## src/rtl/alu_share_arbiter_if.sv

```systemverilog
// rtl/alu_share_arbiter_if.sv - request/response port bundle for one alu_share_arbiter requester
interface alu_share_arbiter_if #(
    parameter int WIDTH = 32,
    parameter int OPW   = 8
);
    logic             req_valid;
    logic             req_ready;
    logic [WIDTH-1:0] req_a;
    logic [WIDTH-1:0] req_b;
    logic [OPW-1:0]   req_op;
    logic             resp_valid;
    logic             resp_ready;
    logic [WIDTH-1:0] resp_result;

    modport master (
        output req_valid, req_a, req_b, req_op, resp_ready,
        input  req_ready, resp_valid, resp_result
    );

    modport slave (
        input  req_valid, req_a, req_b, req_op, resp_ready,
        output req_ready, resp_valid, resp_result
    );
endinterface

```

## src/rtl/alu_share_arbiter.sv

```systemverilog
// rtl/alu_share_arbiter.sv - two-port arbiter sharing one combinational alu, registered per-port results
module alu_share_arbiter #(
    parameter int WIDTH      = 32,
    parameter int OPW        = 8,
    parameter int FIXED_PRIO = 0
) (
    input  logic               clk,
    input  logic               rst,
    alu_share_arbiter_if.slave port0,
    alu_share_arbiter_if.slave port1,
    output logic [WIDTH-1:0]   alu_a,
    output logic [WIDTH-1:0]   alu_b,
    output logic [OPW-1:0]     alu_opcode,
    input  logic [WIDTH-1:0]   alu_result,
    output logic [15:0]        conflict_cnt
);
    // rr_q = 0 means port0 wins the next contended cycle
    logic             rr_q, rr_d;
    logic             resp0_valid_q, resp0_valid_d;
    logic             resp1_valid_q, resp1_valid_d;
    logic [WIDTH-1:0] resp0_result_q, resp0_result_d;
    logic [WIDTH-1:0] resp1_result_q, resp1_result_d;
    logic [15:0]      conflict_cnt_q, conflict_cnt_d;

    logic elig0, elig1, conflict, grant0, grant1;

    always_comb begin
        elig0    = port0.req_valid & (~resp0_valid_q | port0.resp_ready);
        elig1    = port1.req_valid & (~resp1_valid_q | port1.resp_ready);
        conflict = elig0 & elig1;
        grant0   = 1'b0;
        grant1   = 1'b0;
        // rst is asynchronous, so grants are masked combinationally as well
        if (!rst) begin
            if (conflict) begin
                if ((FIXED_PRIO != 0) || !rr_q) begin
                    grant0 = 1'b1;
                end else begin
                    grant1 = 1'b1;
                end
            end else begin
                grant0 = elig0;
                grant1 = elig1;
            end
        end
    end

    // Idle alu inputs are parked at zero so the alu does not toggle
    always_comb begin
        alu_a      = '0;
        alu_b      = '0;
        alu_opcode = '0;
        if (grant0) begin
            alu_a      = port0.req_a;
            alu_b      = port0.req_b;
            alu_opcode = port0.req_op;
        end else if (grant1) begin
            alu_a      = port1.req_a;
            alu_b      = port1.req_b;
            alu_opcode = port1.req_op;
        end
    end

    always_comb begin
        rr_d           = rr_q;
        resp0_valid_d  = resp0_valid_q;
        resp0_result_d = resp0_result_q;
        resp1_valid_d  = resp1_valid_q;
        resp1_result_d = resp1_result_q;
        conflict_cnt_d = conflict_cnt_q;

        if (grant0) begin
            rr_d = 1'b1;
        end else if (grant1) begin
            rr_d = 1'b0;
        end

        if (grant0) begin
            resp0_valid_d  = 1'b1;
            resp0_result_d = alu_result;
        end else if (port0.resp_ready) begin
            resp0_valid_d  = 1'b0;
        end

        if (grant1) begin
            resp1_valid_d  = 1'b1;
            resp1_result_d = alu_result;
        end else if (port1.resp_ready) begin
            resp1_valid_d  = 1'b0;
        end

        if (conflict && (conflict_cnt_q != 16'hFFFF)) begin
            conflict_cnt_d = conflict_cnt_q + 16'd1;
        end
    end

    always_ff @(posedge clk or posedge rst) begin
        if (rst) begin
            rr_q           <= 1'b0;
            resp0_valid_q  <= 1'b0;
            resp0_result_q <= '0;
            resp1_valid_q  <= 1'b0;
            resp1_result_q <= '0;
            conflict_cnt_q <= 16'd0;
        end else begin
            rr_q           <= rr_d;
            resp0_valid_q  <= resp0_valid_d;
            resp0_result_q <= resp0_result_d;
            resp1_valid_q  <= resp1_valid_d;
            resp1_result_q <= resp1_result_d;
            conflict_cnt_q <= conflict_cnt_d;
        end
    end

    assign port0.req_ready   = grant0;
    assign port1.req_ready   = grant1;
    assign port0.resp_valid  = resp0_valid_q;
    assign port0.resp_result = resp0_result_q;
    assign port1.resp_valid  = resp1_valid_q;
    assign port1.resp_result = resp1_result_q;
    assign conflict_cnt      = conflict_cnt_q;
endmodule

```

## src/flat_wrapper.sv

```systemverilog
// flat-port wrapper written by rule: the top's interface ports become plain ports
module alu_share_arbiter_flat 
#(
    parameter int WIDTH      = 32,
    parameter int OPW        = 8,
    parameter int FIXED_PRIO = 0
)
  (clk, rst, alu_a, alu_b, alu_opcode, alu_result, conflict_cnt, port0_req_valid, port0_req_a, port0_req_b, port0_req_op, port0_resp_ready, port0_req_ready, port0_resp_valid, port0_resp_result, port1_req_valid, port1_req_a, port1_req_b, port1_req_op, port1_resp_ready, port1_req_ready, port1_resp_valid, port1_resp_result);
  alu_share_arbiter_if #(.WIDTH(WIDTH), .OPW(OPW)) port0_i ();
  alu_share_arbiter_if #(.WIDTH(WIDTH), .OPW(OPW)) port1_i ();
  input  logic clk;
  input  logic rst;
  output logic [WIDTH-1:0] alu_a;
  output logic [WIDTH-1:0] alu_b;
  output logic [OPW-1:0] alu_opcode;
  input  logic [WIDTH-1:0] alu_result;
  output logic [15:0] conflict_cnt;
  input wire logic [$bits(port0_i.req_valid)-1:0] port0_req_valid;
  input wire logic [$bits(port0_i.req_a)-1:0] port0_req_a;
  input wire logic [$bits(port0_i.req_b)-1:0] port0_req_b;
  input wire logic [$bits(port0_i.req_op)-1:0] port0_req_op;
  input wire logic [$bits(port0_i.resp_ready)-1:0] port0_resp_ready;
  output wire logic [$bits(port0_i.req_ready)-1:0] port0_req_ready;
  output wire logic [$bits(port0_i.resp_valid)-1:0] port0_resp_valid;
  output wire logic [$bits(port0_i.resp_result)-1:0] port0_resp_result;
  input wire logic [$bits(port1_i.req_valid)-1:0] port1_req_valid;
  input wire logic [$bits(port1_i.req_a)-1:0] port1_req_a;
  input wire logic [$bits(port1_i.req_b)-1:0] port1_req_b;
  input wire logic [$bits(port1_i.req_op)-1:0] port1_req_op;
  input wire logic [$bits(port1_i.resp_ready)-1:0] port1_resp_ready;
  output wire logic [$bits(port1_i.req_ready)-1:0] port1_req_ready;
  output wire logic [$bits(port1_i.resp_valid)-1:0] port1_resp_valid;
  output wire logic [$bits(port1_i.resp_result)-1:0] port1_resp_result;
  assign port0_i.req_valid = port0_req_valid;
  assign port0_i.req_a = port0_req_a;
  assign port0_i.req_b = port0_req_b;
  assign port0_i.req_op = port0_req_op;
  assign port0_i.resp_ready = port0_resp_ready;
  assign port0_req_ready = port0_i.req_ready;
  assign port0_resp_valid = port0_i.resp_valid;
  assign port0_resp_result = port0_i.resp_result;
  assign port1_i.req_valid = port1_req_valid;
  assign port1_i.req_a = port1_req_a;
  assign port1_i.req_b = port1_req_b;
  assign port1_i.req_op = port1_req_op;
  assign port1_i.resp_ready = port1_resp_ready;
  assign port1_req_ready = port1_i.req_ready;
  assign port1_resp_valid = port1_i.resp_valid;
  assign port1_resp_result = port1_i.resp_result;
  alu_share_arbiter #(.WIDTH(WIDTH), .OPW(OPW), .FIXED_PRIO(FIXED_PRIO)) u_core (.clk(clk), .rst(rst), .port0(port0_i), .port1(port1_i), .alu_a(alu_a), .alu_b(alu_b), .alu_opcode(alu_opcode), .alu_result(alu_result), .conflict_cnt(conflict_cnt));
endmodule
```

## config.mk

```make
export PLATFORM = sky130hd
export DESIGN_NAME = alu_share_arbiter_flat
export DESIGN_NICKNAME = d
export VERILOG_FILES = /design/src/rtl/alu_share_arbiter_if.sv /design/src/rtl/alu_share_arbiter.sv /design/src/flat_wrapper.sv
export SDC_FILE = /design/constraint.sdc
export NUM_CORES = 1
export LEC_CHECK = 0
export CORE_AREA = 3 3 130 132
export DETAILED_ROUTE_END_ITERATION = 8
export DIE_AREA = 0 0 133 135
export GPL_TIMING_DRIVEN = 0
export PLACE_DENSITY = 0.72
export SLEW_MARGIN = 20
export SYNTH_ARGS = -nofsm -noshare
export SYNTH_HDL_FRONTEND = slang
export SYNTH_SLANG_ARGS = --single-unit
```

## constraint.sdc

```tcl
create_clock -name clk -period 7.8 [get_ports clk]
set_input_delay 0.78 -clock clk [delete_from_list [all_inputs] [get_ports clk]]
set_output_delay 0.78 -clock clk [all_outputs]
set_load 0.005 [all_outputs]
```

==> out/qor.txt <==
Area Growth Syn to Fin: 97.7%
Nets: 847
DRC: 0
Setup Fix Bufs, Post-CTS: 0
Worst setup SP type: input pin
Post-synth EDFFs: 0
Final Util: 50.9%
Post-DP HPWL: 14700 µm
Status: complete, no violations
# H-tree levels: 3
Fin Hold WS: 0.504 ns
Combinational share of power: 36.5%
Synth top area cells: dfrtp_1 (51%), mux2_2 (19%), a22o_1 (15%), xor2_1 (1.7%), buf_2 (1.4%)
Syn Area/Cell: 12.9 µm²
Rel. slew slack: 55.4%
Post-Syn Area: 4080 µm²
Global-route wire length before repair: 25900 µm
Met2 GRT Util: 33.4%
Avg WL per Cell: 20.0 µm
Maxcap violations: 0
Worst Hold Depth: 1
Post-synth ARST share: 100%
Clock sinks: 83
Initial Utilization: 25.8%
Top cell family by delay on the critical path: buffers and inverters
Worst hold path type: flop to flop
Bufs and invs on worst path: 7
Syn Inst Count: 315
Clock Path Buffers: 2
Die extent in x: 133 µm
Cell Rows: 46
Fill cells: 1405
Period minus WS final: 4.65 ns
Period utilisation layout: 59.7%
Layout cells sized above 1: 16.9%
Final setup viols: 0
Number of synthesized register bits: 83
# diodes: 0
Initial antenna violation count: 2
CP cell instances: clkdlybuf4s50_1 > inv_4 > buf_12 > and3_1 > o21ai_4 > inv_4 > buf_2 > buf_2 > a22o_1 > clkdlybuf4s50_1
Met1 usage: 20.9%
GRT busiest layer: met2
Main synth FF type: dfrtp_1
WP data arrival: 3.87 ns
Worst path required time: 7.02 ns
Largest net degree at the start of global routing: 53
Port Buffers: 337
Flop pwr share: 36.4%
Yosys warning total: 0
Peak VDD IR: 0.000158 V
Via count: 4155
Grt ovf: 0
CP max stage cell: clkdlybuf4s50_1
Slowest stage delay, CP: 0.53 ns
Sw Share: 26.1%
Worst-Margin Slew: 0.669 ns
Core area: 15800 µm²
Yosys cell types: 33
Internal: 1.23 mW
Antenna Nets Post-Route: 0
Yosys top cell area share: 50.9%
GR Util met3: 6.07%
DIE AREA: 18000 µm²
Syn Nets: 498
Initial DRC count: 168
Kind of critical path: input pin to output pin
PostCTS Resize Cnt: 0
Worst Clk Skew: 0.00437 ns
TritonCTS Buffers: 9
Crit path depth: 10
Max Fclk: 215 MHz
Clk_lat worst skew: 0.33 ns
Most numerous cell in the Yosys netlist: dfrtp_1
DR vias/cell: 4.69
P_leak: 3.27 nW
I/O pins: 338
Clk pwr share: 27.0%
DRT Pass-1 Iters: 4
Register area share after synthesis: 50.9%
Worst r2r path cells: 6
Yosys top cell by area: dfrtp_1
GRT Overall Usage: 18.6%
Routability Congestion: 0.888
Vias in the first global route: 4372
CTS tree: yes
Worst-path clk slew: 0.06 ns
Endpoints failing hold: 0
Power Dens Cells: 206 nW/µm²
Hold Buf Count CTS: 0
Clock Tree Root: clkbuf_16
Critical path fanouts, max: 52
Synth cell count leaders: dfrtp_1 (83), a22o_1 (72), mux2_2 (69), buf_2 (11), nand2_1 (9)
Final WL: 17700 µm
Unrepaired setup endpoints after global routing: no
Die Ht: 135 µm
Psw: 0.435 mW
Final slew viol count: 0
Critical Path End Type: output pin
Final setup TNS: 0 ns
[area by class of cell]
| type | count | area, µm² | area share (%) |
|---|---|---|---|
| Inverter | 6 | 30.0 | 0.372 |
| Multi-Input combinational cell | 203 | 1850 | 23.0 |
| Tap cell | 216 | 270 | 3.35 |
| Sequential cell | 83 | 2080 | 25.8 |
| Clock inverter | 7 | 92.6 | 1.15 |
| Buffer | 23 | 119 | 1.47 |
| Timing Repair Buffer | 338 | 3390 | 42.1 |
| Clock buffer | 9 | 225 | 2.79 |
[logic make-up after synthesis]
family / count (synthesis) / synth area share [%]
compound gates: 78 / 16.7
xor+xnor: 9 / 1.93
fa+ha+maj: 1 / 0.307
buf+inv: 29 / 3.59
flops: 83 / 50.9
mux: 72 / 19.9
simple gates: 43 / 6.63
[cell usage in the layout (no fill, tap or decap), drive strengths merged, types with 2 or more instances in the layout]
cell	n
mux2i	2
nor2	3
nand3	6
clkdlybuf4s50	337
and4	2
nand2b	2
nor3	7
nand4	4
buf	17
inv	6
nand2	9
and3	2
a22o	72
clkbuf	16
dfrtp	83
clkinv	5
xor2	8
mux2	70
o21ai	3
bufinv	2
nor4	7
[worst register-to-register path, delay by kind of cell (launching register included)]
family	cells	cell delay, ns
and+or+nand+nor	2	0.38
DFF	1	0.38
buffers and inverters	2	0.44
muxes	1	0.38
AOI/OAI and AO/OA	1	0.16
[worst paths after layout]
path | from | to | slack (ns)
setup / recovery | rst | alu_b[22] | 3.15
hold / removal | u_core.port0.resp_result[31] | u_core.port0.resp_result[31] | 0.50
setup reg to reg | u_core.port1.resp_valid | u_core.port1.resp_result[4] | 5.95
hold reg to reg | u_core.port0.resp_result[31] | u_core.port0.resp_result[31] | 0.50
max in group asynchronous | rst | u_core.port0.resp_result[30] | 6.27
min in group asynchronous | rst | u_core.port1.resp_result[22] | 0.91
[through the flow]
| stage | std cells | area (µm²) | worst slack [ns] | total power [mW] |
|---|---|---|---|---|
| 2_1_floorplan | 315 | 4080 | 3.25 | 0.794 |
| 6_report | 885 | 8060 | 3.15 | 1.66 |
| 5_1_grt | 885 | 8060 | 2.86 | 1.75 |
| 3_3_place_gp | 868 | 7720 | 1.38 | 1.21 |
| 4_1_cts | 885 | 8060 | 3.03 | 1.68 |
| 3_5_place_dp | 869 | 7740 | 3.04 | 1.23 |
[state kept, by name (all words and copies together), names as in the netlist]
signal and flops:
u_core.port1.resp_result 32, u_core.conflict_cnt 16, u_core.port0.resp_valid 1, u_core.port1.resp_valid 1
u_core.rr_q 1, u_core.port0.resp_result 32
[layer usage]
layer	vias to the layer above	wire length [µm]
li1	1907	-
met1	2021	6490
met2	191	9250
met3	32	1470
met4	4	457
met5	-	34
[power groups by stage]
stage	Clock, mW	Combinational, mW	Sequential, mW
after global routing	0.482	0.646	0.621
after CTS	0.460	0.616	0.608
after global placement	0	0.601	0.605
after floorplan	0	0.180	0.614
after detailed placement	0	0.612	0.613
final	0.450	0.608	0.607
(Power assumes the default switching activity.)
